### src/rtl/scan_pkg.sv
`default_nettype none
// ============================================================================
//  Module   : scan_pkg
//  Purpose  : Shared types and helpers for the serial scan link
//             (scan_shift_tx transmitter, scan_shift_rx receiver).
//  Contents : scan_tx_state_e  - transmitter state encoding
//             frame_bits()     - serial bits per frame incl. optional parity
//             SCAN_GAP_PERIODS - idle bit periods inserted between frames
//  Revision : 1.0  initial release
// ============================================================================
package scan_pkg;

    typedef enum logic [1:0] {
        IDLE  = 2'd0,
        SHIFT = 2'd1,
        GAP   = 2'd2
    } scan_tx_state_e;

    // Bit periods of ser_frame low between frames, so the receiver can
    // always resynchronise on the frame boundary.
    localparam int SCAN_GAP_PERIODS = 1;

    function automatic int frame_bits(input int width, input bit parity_en);
        return width + (parity_en ? 1 : 0);
    endfunction

endpackage
`default_nettype wire

### src/rtl/scan_bit_timer.sv
`default_nettype none
// ============================================================================
//  Module   : scan_bit_timer
//  Purpose  : Bit-period timer for the serial scan link. Counts DIV clock
//             cycles per bit while 'run' is high and pulses tick_o in the
//             last cycle of each period. Held at zero while 'run' is low.
//  Ports    : clk    in  system clock, rising edge
//             rst    in  asynchronous active-high reset
//             run    in  enable; counter clears when low
//             tick_o out one-cycle pulse at div_cnt == DIV-1
//  Revision : 1.0  initial release
// ============================================================================
module scan_bit_timer #(
    parameter int DIV = 1
) (
    input  logic clk,
    input  logic rst,
    input  logic run,
    output logic tick_o
);

    localparam int DW = (DIV > 1) ? $clog2(DIV) : 1;
    localparam logic [DW-1:0] LAST = DW'(DIV - 1);

    generate
        if (DIV < 1) begin : g_div_check
            $error("scan_bit_timer: DIV must be >= 1");
        end
    endgenerate

    logic [DW-1:0] div_cnt_q;
    logic [DW-1:0] div_cnt_d;

    assign tick_o = run && (div_cnt_q == LAST);

    always_comb begin
        div_cnt_d = div_cnt_q;
        if (!run || tick_o) begin
            div_cnt_d = '0;
        end else begin
            div_cnt_d = div_cnt_q + DW'(1);
        end
    end

    always_ff @(posedge clk or posedge rst) begin
        if (rst) begin
            div_cnt_q <= '0;
        end else begin
            div_cnt_q <= div_cnt_d;
        end
    end

endmodule
`default_nettype wire

### src/rtl/scan_shift_tx.sv
`default_nettype none
// ============================================================================
//  Module   : scan_shift_tx
//  Purpose  : Parallel-to-serial scan unloader. Accepts a WIDTH-bit word on a
//             valid/ready handshake and shifts it out one bit per DIV cycles,
//             followed by a gap of ser_frame low before the next frame.
//  Macro    : SCAN_TX_PARITY_EN - when defined, an even-parity bit (XOR of the
//             data bits) is appended to each frame.
//  Ports    : clk        in  system clock, rising edge
//             rst        in  asynchronous active-high reset
//             in_data    in  word to transmit (WIDTH bits)
//             in_valid   in  in_data valid
//             in_ready   out block can accept a word (IDLE)
//             ser_out    out serial data bit
//             ser_frame  out high during a frame's bit periods
//             ser_strobe out last cycle of each bit period (sample point)
//             busy       out high in SHIFT or GAP
//             done       out one-cycle pulse in the final cycle of a frame
//  Revision : 1.0  initial release
// ============================================================================
module scan_shift_tx
    import scan_pkg::*;
#(
    parameter int WIDTH     = 8,
    parameter int DIV       = 1,
    parameter int MSB_FIRST = 1
) (
    input  logic             clk,
    input  logic             rst,
    input  logic [WIDTH-1:0] in_data,
    input  logic             in_valid,
    output logic             in_ready,
    output logic             ser_out,
    output logic             ser_frame,
    output logic             ser_strobe,
    output logic             busy,
    output logic             done
);

`ifdef SCAN_TX_PARITY_EN
    localparam bit PARITY_EN = 1'b1;
`else
    localparam bit PARITY_EN = 1'b0;
`endif

    localparam int FRAME_BITS = frame_bits(WIDTH, PARITY_EN);
    localparam int BW         = $clog2(WIDTH + 2);
    localparam logic [BW-1:0] LAST_BIT = BW'(FRAME_BITS - 1);
    localparam logic [BW-1:0] LAST_GAP = BW'(SCAN_GAP_PERIODS - 1);

    generate
        if (WIDTH < 1) begin : g_width_check
            $error("scan_shift_tx: WIDTH must be >= 1");
        end
        if (DIV < 1) begin : g_div_check
            $error("scan_shift_tx: DIV must be >= 1");
        end
    endgenerate

    scan_tx_state_e   state_q, state_d;
    logic [WIDTH-1:0] sr_q, sr_d;
    // Counts data bits in SHIFT and gap periods in GAP.
    logic [BW-1:0]    bit_cnt_q, bit_cnt_d;
    logic             tick;
    logic             timer_run;
    logic             data_bit;
    logic             cur_bit;

    assign timer_run = (state_q != IDLE);

    scan_bit_timer #(
        .DIV (DIV)
    ) u_bit_timer (
        .clk    (clk),
        .rst    (rst),
        .run    (timer_run),
        .tick_o (tick)
    );

    // The outgoing bit always sits at the shift-out end of sr.
    assign data_bit = (MSB_FIRST != 0) ? sr_q[WIDTH-1] : sr_q[0];

`ifdef SCAN_TX_PARITY_EN
    logic parity_q, parity_d;
    // Once all data bits have gone, bit_cnt points at the parity slot.
    assign cur_bit = (bit_cnt_q == BW'(WIDTH)) ? parity_q : data_bit;

    always_ff @(posedge clk or posedge rst) begin
        if (rst) begin
            parity_q <= 1'b0;
        end else begin
            parity_q <= parity_d;
        end
    end

    always_comb begin
        parity_d = parity_q;
        if (state_q == IDLE && in_valid) begin
            parity_d = ^in_data;
        end
    end
`else
    assign cur_bit = data_bit;
`endif

    always_comb begin
        state_d    = state_q;
        sr_d       = sr_q;
        bit_cnt_d  = bit_cnt_q;
        in_ready   = 1'b0;
        ser_out    = 1'b0;
        ser_frame  = 1'b0;
        ser_strobe = 1'b0;
        busy       = 1'b0;
        done       = 1'b0;

        case (state_q)
            IDLE: begin
                in_ready = 1'b1;
                if (in_valid) begin
                    sr_d      = in_data;
                    bit_cnt_d = '0;
                    state_d   = SHIFT;
                end
            end

            SHIFT: begin
                busy       = 1'b1;
                ser_frame  = 1'b1;
                ser_out    = cur_bit;
                ser_strobe = tick;
                if (tick) begin
                    sr_d = (MSB_FIRST != 0) ? (sr_q << 1) : (sr_q >> 1);
                    if (bit_cnt_q == LAST_BIT) begin
                        done      = 1'b1;
                        bit_cnt_d = '0;
                        state_d   = GAP;
                    end else begin
                        bit_cnt_d = bit_cnt_q + BW'(1);
                    end
                end
            end

            GAP: begin
                busy = 1'b1;
                if (tick) begin
                    if (bit_cnt_q == LAST_GAP) begin
                        bit_cnt_d = '0;
                        state_d   = IDLE;
                    end else begin
                        bit_cnt_d = bit_cnt_q + BW'(1);
                    end
                end
            end

            default: begin
                state_d = IDLE;
            end
        endcase
    end

    always_ff @(posedge clk or posedge rst) begin
        if (rst) begin
            state_q   <= IDLE;
            sr_q      <= '0;
            bit_cnt_q <= '0;
        end else begin
            state_q   <= state_d;
            sr_q      <= sr_d;
            bit_cnt_q <= bit_cnt_d;
        end
    end

endmodule
`default_nettype wire

### config.mk
export PLATFORM = sky130hd
export DESIGN_NAME = scan_shift_tx
export DESIGN_NICKNAME = d
export VERILOG_FILES = /design/src/rtl/scan_pkg.sv /design/src/rtl/scan_bit_timer.sv /design/src/rtl/scan_shift_tx.sv
export SDC_FILE = /design/constraint.sdc
export NUM_CORES = 1
export LEC_CHECK = 0
export ABC_CLOCK_PERIOD_IN_PS = 5070
export BUFFER_PORTS_ARGS = -buffer_cell sky130_fd_sc_hd__clkbuf_2
export CORE_MARGIN = 5
export CORE_UTILIZATION = 56
export CTS_CLUSTER_DIAMETER = 50
export DETAILED_ROUTE_END_ITERATION = 8
export GPL_ROUTABILITY_DRIVEN = 1
export PLACE_DENSITY = 0.91
export SLEW_MARGIN = 20
export SYNTH_ARGS = -nofsm -noshare
export SYNTH_HDL_FRONTEND = slang
export SYNTH_SLANG_ARGS = --single-unit
### constraint.sdc
create_clock -name clk -period 5.07 [get_ports clk]
set_input_delay 0.507 -clock clk [delete_from_list [all_inputs] [get_ports clk]]
set_output_delay 0.507 -clock clk [all_outputs]
set_load 0.05 [all_outputs]
After elaboration in Yosys (flattened, before gate mapping)

Cells that the tools add are included.

$add $sub $neg: 2
Equality and inequality tests: 8
Multiplexer cells: 24
Bitwise operators: 1
Reduce and logical (&&, ||, !) cells: 12

Operators by type and width:

| cell                  | count |
|---|---|
| $mux W4               | 5 |
| $mux W8               | 2 |
| $pmux W8 S2           | 1 |
| $pmux W4 S3           | 1 |
| $mux W2               | 5 |
| $ne A2 B2 Y1 const B  | 5 |
| $mux W1               | 9 |
| $pmux W2 S3           | 1 |
| $reduce_and A5 Y1     | 1 |
| $add A4 B1 Y4 const B | 1 |
| $eq A4 B3 Y1 const B  | 1 |
| $logic_not A4 Y1      | 1 |
| $reduce_and A4 Y1     | 1 |
| $reduce_bool A2 Y1    | 2 |
| $reduce_and A3 Y1     | 1 |
| $reduce_bool A3 Y1    | 1 |
| $eq A2 B1 Y1 const B  | 1 |
| $eq A2 B2 Y1 const B  | 1 |
| $logic_not A2 Y1      | 1 |
| $reduce_or A2 Y1      | 1 |
| $add A1 B1 Y1 const B | 1 |
| $logic_and A1 B1 Y1   | 1 |
| $logic_not A1 Y1      | 1 |
| $logic_or A1 B1 Y1    | 1 |
| $not A1 Y1            | 1 |

Register bits after elaboration: 15
Input bits: 11
Word-level logic and storage cells: 51

Longest topological paths before layout

Gate-level depths: netlist (run 1).

Word-level depth: 4
Gate-level depth with buffers: 7
Mapped depth without buffers: 6

By module

A second synthesis (run 1) with hierarchy kept.

Cells, all modules: 89
Area total of the unflattened synthesis: 898.4 um^2

By module, submodules not included:

| module         | times used | cells each | area each (um^2) | seq. area each (um^2) |
|---|---|---|---|---|
| scan_shift_tx  | 1          | 85         | 852.1            | 350.3 |
| scan_bit_timer | 1          | 4          | 46.3             | 25.0 |

Least setup slack after synthesis (run 1)

OpenSTA, ideal clock, no wires.

Path kind: reg-to-output
Start point: reg state_q[1]
End point: out done
Data arrival time: 3.031 ns
Required time: 4.563 ns
Slack: 1.532 ns
Cell stages (with the launch flop): 5
Buffers on the path: 0
Cells stage by stage: dfrtp_1 > inv_1 > ha_1 > nor3b_1 > and4b_1

Word-level cells in the longest chain between the ends: 4
Elaborated cells between the ends (all ways): 5

RTL lines:

| item                     | line                 | text |
|---|---|---|
| start: declaration       | scan_shift_tx.sv:60  | `scan_tx_state_e state_q, state_d;` |
| start signal: assignment | scan_shift_tx.sv:168 | `state_q <= state_d;` |
| $reduce_bool A2 Y1       | scan_shift_tx.sv:69  | `assign timer_run = (state_q != IDLE);` |
| $logic_and A1 B1 Y1      | scan_bit_timer.sv:34 | `assign tick_o = run && (div_cnt_q == LAST);` |
| $mux W1                  | scan_shift_tx.sv:132 | `if (tick) begin` |
| $mux W1 (*)              | scan_shift_tx.sv:117 | `case (state_q)` |
| end: declaration         | scan_shift_tx.sv:37  | `output logic done` |

Mark *: on every way between the ends. The rest lies on a longest branch, timed or not.

Final worst setup path (run 1)

Ends and elaborated chain as after synthesis.

==> summary.md, run 1 <==
| Metric | Value |
|---|---|
| Run status | finished, final reports clean |
| Global router's overall resource usage | 14.2% |
| Post-detailed-route count of antenna-violating nets | 0 |
| Global-route wire length before repair | 2.84 mm |
| Fraction of the yosys area taken by sequential cells | 43.7% |
| First-pass iteration count of the detailed router | 4 |
| Max Freq | 351 MHz |
| Synth Area per Inst | 9.64 um^2 |
| Category of the most critical setup path | reg2out |
| Via count of the routed design | 665 |
| Prevailing post-synth register cell | sky130_fd_sc_hd__dfrtp_1 |
| Starting Density | 58.3% |
| Most common cell after layout, fill and taps aside | sky130_fd_sc_hd__clkbuf_2 |
| Cells along the critical path | inv_1 -> ha_1 -> nor3b_1 -> and4b_1 -> clkbuf_2 |
| DR WL/cell | 13.2 um |
| Synthesized net count | 106 |
| Highest fanout seen on the critical path | 17 |
| Top area cells in the synthesized netlist | sky130_fd_sc_hd__dfrtp_1, sky130_fd_sc_hd__ha_1, sky130_fd_sc_hd__mux2i_1 |
| Buffering stage count on the worst path with inverters included | 2 |
| Clock Tree Root | sky130_fd_sc_hd__clkbuf_4 |
| Number of H-tree levels | 1 |
| Number of instances resized during post-cts repair | 0 |
| Count of warnings emitted by yosys | 0 |
| Number of global-route vias before repair | 689 |
| Top cell family by delay on the critical path | simple AND/OR/NAND/NOR gates |
| Area of the mapped netlist | 858 um^2 |
| Leak | 0.465 nW |
| Number of vias per cell after detailed routing | 5.41 |
| Initial antenna violation count | 0 |
| Initial DRC Count | 14 |
| Number of input and output port buffers inserted | 16 |
| Number of buffers created by CTS | 3 |
| TNS Setup | 0 ns |
| Ports | 17 |
| Kind of start point of the critical path | register |
| DRC violations left | 0 |
| Top cell type by total area after synthesis | sky130_fd_sc_hd__dfrtp_1 |
| Number of distinct library cells after synthesis | 27 |
| Fraction of layout cells with a size suffix above 1 | 22.4% |
| Hold buffer count at CTS | 0 |
| Later-pin clock latency in the skew report | 0.28 ns |
| Post-layout instance area | 978 um^2 |
| Post-Synthesis Cells | 89 |
| Critical Path Slowest Stage Cell | sky130_fd_sc_hd__ha_1 |
| Total gr overflow | 0 |
| Number of post-CTS setup repair buffers | 0 |
| Global placement routability congestion | 0.812 |
| Placed cell area | 951 um^2 |
| Final number of hold-violating endpoints | 0 |
| Largest buffer count on any clock path | 2 |
| Number of clock sinks seen by CTS | 15 |
| Slew of the pin with the lowest slew margin | 0.667 ns |
| Layout net count | 125 |
| TritonCTS clock tree | yes |
| Crit path time final | 2.85 ns |
| Sum of routed wire length over all layers | 1.62 mm |
| Final critical-path share of the clock period | 56.2% |
| Unrepaired setup endpoints after global routing | no |
| Layout fillers | 113 |
| Final setup vio count | 0 |
| Number of enable-type register cells in the synthesized netlist | 0 |
| Core ar. | 1470 um^2 |
| Worst Path Arrival | 2.34 ns |
| Chip Height | 49.2 um |
| Async set-or-reset flop fraction in the synthesized netlist | 100% |
| Maximum capacitance violations | 0 |
| Floorplan die area | 2420 um^2 |
| Required time at the endpoint of the critical path | 4.56 ns |
| Post-synthesis to final-layout area growth | 14.0% |
| Commonest cells after routing, fill and taps aside | sky130_fd_sc_hd__clkbuf_2, sky130_fd_sc_hd__dfrtp_1, sky130_fd_sc_hd__a21oi_1 |
| Worst vdd ir | 0.000314 V |
| Max-slew headroom | 55.5% |
| Final Max Tran Viols | 0 |
| Std cell rows | 14 |
| Max Clock Skew | 0.00279 ns |
| Ant diodes | 0 |
| Die extent in x | 49.2 um |
| Critical Path End Type | output port |
| Number of placed cells counting well taps | 119 |
| Share of the synthesized area in the top cell type | 43.7% |
| Pin count of the biggest net entering global routing | 18 |
| Clock transition at the registers of the reported paths | 0.10 ns |
| Highest cell delay on the worst timing path | 0.58 ns |
| Flops & latches, synth | 15 |
| Final non-filler cell total | 123 |
| Detailed Place HPWL | 1.25 mm |
| Total power divided by cell area | 645 nW/um^2 |
| Hold crit path type | in2async |
-- cell type report --
| cell class | instances | area [um^2] | area share [%] |
|---|---|---|---|
| multi-input combinational | 64 | 445 | 45.5 |
| sequential | 15 | 375 | 38.4 |
| timing repair buffer | 16 | 80.1 | 8.18 |
| inverter | 8 | 30.0 | 3.07 |
| clock buffer | 3 | 22.5 | 2.30 |
| tap | 16 | 20.0 | 2.05 |
| clock inverter | 1 | 5.00 | 0.512 |
-- power breakdown --
part,switching (mW),internal (mW)
Clock,0.0392,0.0292
Combinational,0.243,0.125
Sequential,0.0301,0.164
-- worst paths after layout --
check	cells after the start	slack [ns]	start	to
min in group clk	3	0.48	in_data[0]	sr_q[0]
max in group asynchronous	2	4.43	rst	bit_cnt_q[0]
hold / removal	2	0.26	rst	sr_q[3]
setup reg to reg	6	2.66	state_q[1]	bit_cnt_q[3]
hold reg to reg	2	0.54	sr_q[5]	sr_q[5]
setup / recovery	5	2.22	state_q[1]	done
-- cell usage after synthesis (all sizes together), types with 2 or more instances --
| master | number |
|---|---|
| nor4b | 2 |
| nand3 | 2 |
| buf | 2 |
| nor2 | 10 |
| a21oi | 11 |
| inv | 8 |
| nand2 | 3 |
| mux2i | 7 |
| or2 | 2 |
| o21ai | 8 |
| dfrtp | 15 |
| ha | 6 |
-- per-layer routing --
metal	vias up	track usage [%]	routed length (um)	share of wire (%)
met4	0	4.04	0	0
met2	15	23.6	751	46
met1	305	17.8	776	48
met3	0	3.67	93	5.7
li1	345	-	-	-
met5	-	0	0	0
-- cells by family after synthesis --
kind of cell | after synthesis | share of synthesized area (%)
and+or+nand+nor | 26 | 17.8
muxes | 8 | 9.48
AOI/OAI and AO/OA | 23 | 15.5
buffers and inverters | 10 | 4.37
adders and majority gates | 6 | 8.75
other | 1 | 0.437
DFF | 15 | 43.7
-- through the flow --
stage | total power [mW] | worst slack, ns | util (%) | hold slack, ns
2_1_floorplan | 0.498 | 1.53 | - | 0.408
3_3_place_gp | 0.550 | 2.65 | 64.6 | 0.505
3_5_place_dp | 0.565 | 2.57 | 64.6 | 0.521
4_1_cts | 0.632 | 2.24 | 66.5 | 0.273
5_1_grt | 0.685 | 2.08 | 66.5 | 0.308
6_report | 0.631 | 2.22 | 66.5 | 0.258
-- worst reg2reg max path: cells and delay by family (launching register included) --
family / cells / cell delay (ns)
fa+ha+maj: 1 / 0.41
buf+inv: 1 / 0.07
simple gates: 2 / 0.92
compound gates: 2 / 0.52
flops: 1 / 0.40
-- flip-flops by register name, indices dropped and copies added (netlist names) --
name / flops
sr_q: 8
bit_cnt_q: 4
state_q: 2
u_bit_timer.div_cnt_q: 1
Note: power is estimated with default switching activity, not from simulation.
==> inputs of run 2 (changes only) <==
--- a/config.mk
+++ b/config.mk
@@ -5,14 +5,14 @@
 export SDC_FILE = /design/constraint.sdc
 export NUM_CORES = 1
 export LEC_CHECK = 0
-export ABC_CLOCK_PERIOD_IN_PS = 5070
+export ABC_CLOCK_PERIOD_IN_PS = 2500
 export BUFFER_PORTS_ARGS = -buffer_cell sky130_fd_sc_hd__clkbuf_2
 export CORE_MARGIN = 5
-export CORE_UTILIZATION = 56
+export CORE_UTILIZATION = 47
 export CTS_CLUSTER_DIAMETER = 50
 export DETAILED_ROUTE_END_ITERATION = 8
 export GPL_ROUTABILITY_DRIVEN = 1
-export PLACE_DENSITY = 0.91
+export PLACE_DENSITY = 0.82
 export SLEW_MARGIN = 20
 export SYNTH_ARGS = -nofsm -noshare
 export SYNTH_HDL_FRONTEND = slang
==> constraint.sdc (replaced) <==
create_clock -name clk -period 2.5 [get_ports clk]
set_input_delay 0.25 -clock clk [delete_from_list [all_inputs] [get_ports clk]]
set_output_delay 0.25 -clock clk [all_outputs]
set_load 0.05 [all_outputs]
==> run 2 against run 1 <==
First-iteration DRC count is 29% lower. Flip-flop and latch count is the same. Critical path depth up 1. Total power up 110%. Cell area up 4.1%. Global-route usage rose by 0.74 points. Wire length up 2.6%. Clock skew barely moved. Core utilization shrank 7.5 points.
==> summary.md, run 2 (synthesized netlist as in run 1, its figures left out) <==
| Metric | Value |
|---|---|
| Run status | finished, final reports clean |
| Largest buffer count on any clock path | 2 |
| Commonest cells after routing, fill and taps aside | sky130_fd_sc_hd__clkbuf_2, sky130_fd_sc_hd__dfrtp_1, sky130_fd_sc_hd__a21oi_1 |
| Global-route wire length before repair | 2.97 mm |
| Required time at the endpoint of the critical path | 2.25 ns |
| Max Freq | 455 MHz |
| Final setup vio count | 0 |
| Clock transition at the registers of the reported paths | 0.08 ns |
| Core ar. | 1730 um^2 |
| Number of H-tree levels | 1 |
| First-pass iteration count of the detailed router | 4 |
| Most common cell after layout, fill and taps aside | sky130_fd_sc_hd__clkbuf_2 |
| Later-pin clock latency in the skew report | 0.27 ns |
| Number of vias per cell after detailed routing | 5.27 |
| Internal cell power | 665 uW |
| Slew of the pin with the lowest slew margin | 0.543 ns |
| Global router's overall resource usage | 14.9% |
| Worst Path Arrival | 1.95 ns |
| Sum of routed wire length over all layers | 1.66 mm |
| Share of total power in sequential cells | 30.0% |
| Sw Share | 49.1% |
| DR WL/cell | 12.4 um |
| Number of post-CTS setup repair buffers | 0 |
| Hold buffer count at CTS | 1 |
| Fraction of layout cells with a size suffix above 1 | 23.9% |
| Worst vdd ir | 0.000747 V |
| Final critical-path share of the clock period | 87.8% |
| Critical Path End Type | output port |
| Crit path time final | 2.20 ns |
| Ant diodes | 0 |
| Kind of start point of the critical path | register |
| Layout net count | 127 |
| Initial antenna violation count | 0 |
| Number of clock sinks seen by CTS | 15 |
| TNS Setup | 0 ns |
| Via count of the routed design | 706 |
| Std cell rows | 15 |
| Pin count of the biggest net entering global routing | 17 |
| Category of the most critical setup path | reg2out |
| Initial DRC Count | 10 |
| Number of global-route vias before repair | 696 |
| Hold crit path type | in2reg |
| DRC violations left | 0 |
| Floorplan die area | 2780 um^2 |
| Max FFs per register | 8 |
| Max Clock Skew | 0.00283 ns |
| Unrepaired setup endpoints after global routing | no |
| Highest fanout seen on the critical path | 16 |
| Die extent in x | 52.7 um |
| Total gr overflow | 0 |
| Chip Height | 52.7 um |
| Number of buffers created by CTS | 3 |
| Layout fillers | 159 |
| Max-slew headroom | 63.8% |
| TritonCTS clock tree | yes |
| Post-synthesis to final-layout area growth | 18.7% |
| Total Power Consumption | 1.31 mW |
| Clock share of power | 10.0% |
| Detailed Place HPWL | 1.32 mm |
| Switching power summed over all nets | 641 uW |
| Starting Density | 49.7% |
| Total power divided by cell area | 1280 nW/um^2 |
| Largest registers | sr_q x8, bit_cnt_q x4, state_q x2 |
| Ports | 17 |
| Maximum capacitance violations | 0 |
| Biggest register | sr_q |
| Final Max Tran Viols | 0 |
| Global placement routability congestion | 0.831 |
| Number of input and output port buffers inserted | 16 |
| Leak | 0.475 nW |
| Final number of hold-violating endpoints | 0 |
| Combinational Power Share | 60.0% |
| Clock Tree Root | sky130_fd_sc_hd__clkbuf_4 |
| Number of instances resized during post-cts repair | 0 |
| Post-detailed-route count of antenna-violating nets | 0 |
[run 2: final cells by class]
| type | instances | area (um^2) | share of cell area [%] |
|---|---|---|---|
| sequential | 15 | 375 | 36.9 |
| tap | 25 | 31.3 | 3.07 |
| clock buffer | 4 | 26.3 | 2.58 |
| timing repair buffer | 18 | 97.6 | 9.58 |
| inverter | 8 | 30.0 | 2.95 |
| multi-input combinational | 64 | 458 | 45.0 |
[run 2: per-stage QoR]
stage	hold slack (ns)	cell area [um^2]	cells	worst slack (ns)	utilization [%]
finish	0.215	1020	134	0.305	59.0
floorplan	0.151	871	89	0.0809	-
global route	0.214	1020	134	0.151	59.0
CTS	0.205	1020	134	0.272	59.0
detailed placement	0.300	982	129	0.352	56.9
global placement	0.303	982	129	0.479	56.9
[run 2: worst max-delay path: stages (launching register included)]
cell                       delay, ns
sky130_fd_sc_hd__dfrtp_1        0.41
sky130_fd_sc_hd__inv_1          0.10
sky130_fd_sc_hd__ha_1           0.17
sky130_fd_sc_hd__buf_4          0.24
sky130_fd_sc_hd__nor3b_4        0.25
sky130_fd_sc_hd__and4b_2        0.24
sky130_fd_sc_hd__clkbuf_2       0.27
[run 2: path summary, 6_finish.rpt]
kind	start	cells after the start	slack (ns)	end
setup / recovery	state_q[1]	6	0.30	done
hold / removal	in_data[0]	3	0.22	sr_q[0]
setup reg to reg	state_q[0]	6	0.32	bit_cnt_q[3]
hold reg to reg	sr_q[7]	2	0.53	sr_q[7]
max in group asynchronous	rst	3	1.60	bit_cnt_q[0]
min in group asynchronous	rst	3	0.54	u_bit_timer.div_cnt_q
[run 2: layer usage]
metal | GRT usage (%) | routed length, um | vias up | part of all wire, %
met4 | 11.5 | 25 | 0 | 1.5
met5 | 0 | 0 | - | 0
met1 | 16.8 | 703 | 327 | 42
li1 | - | - | 347 | -
met3 | 2.28 | 104 | 4 | 6.3
met2 | 24.8 | 829 | 28 | 50
[run 2: power groups by stage]
stage / Combinational [mW] / Sequential (mW) / Clock (mW)
3_3_place_gp: 0.753 / 0.392 / 0
4_1_cts: 0.787 / 0.394 / 0.139
3_5_place_dp: 0.782 / 0.400 / 0
5_1_grt: 0.870 / 0.407 / 0.150
2_1_floorplan: 0.641 / 0.382 / 0
6_report: 0.784 / 0.393 / 0.130
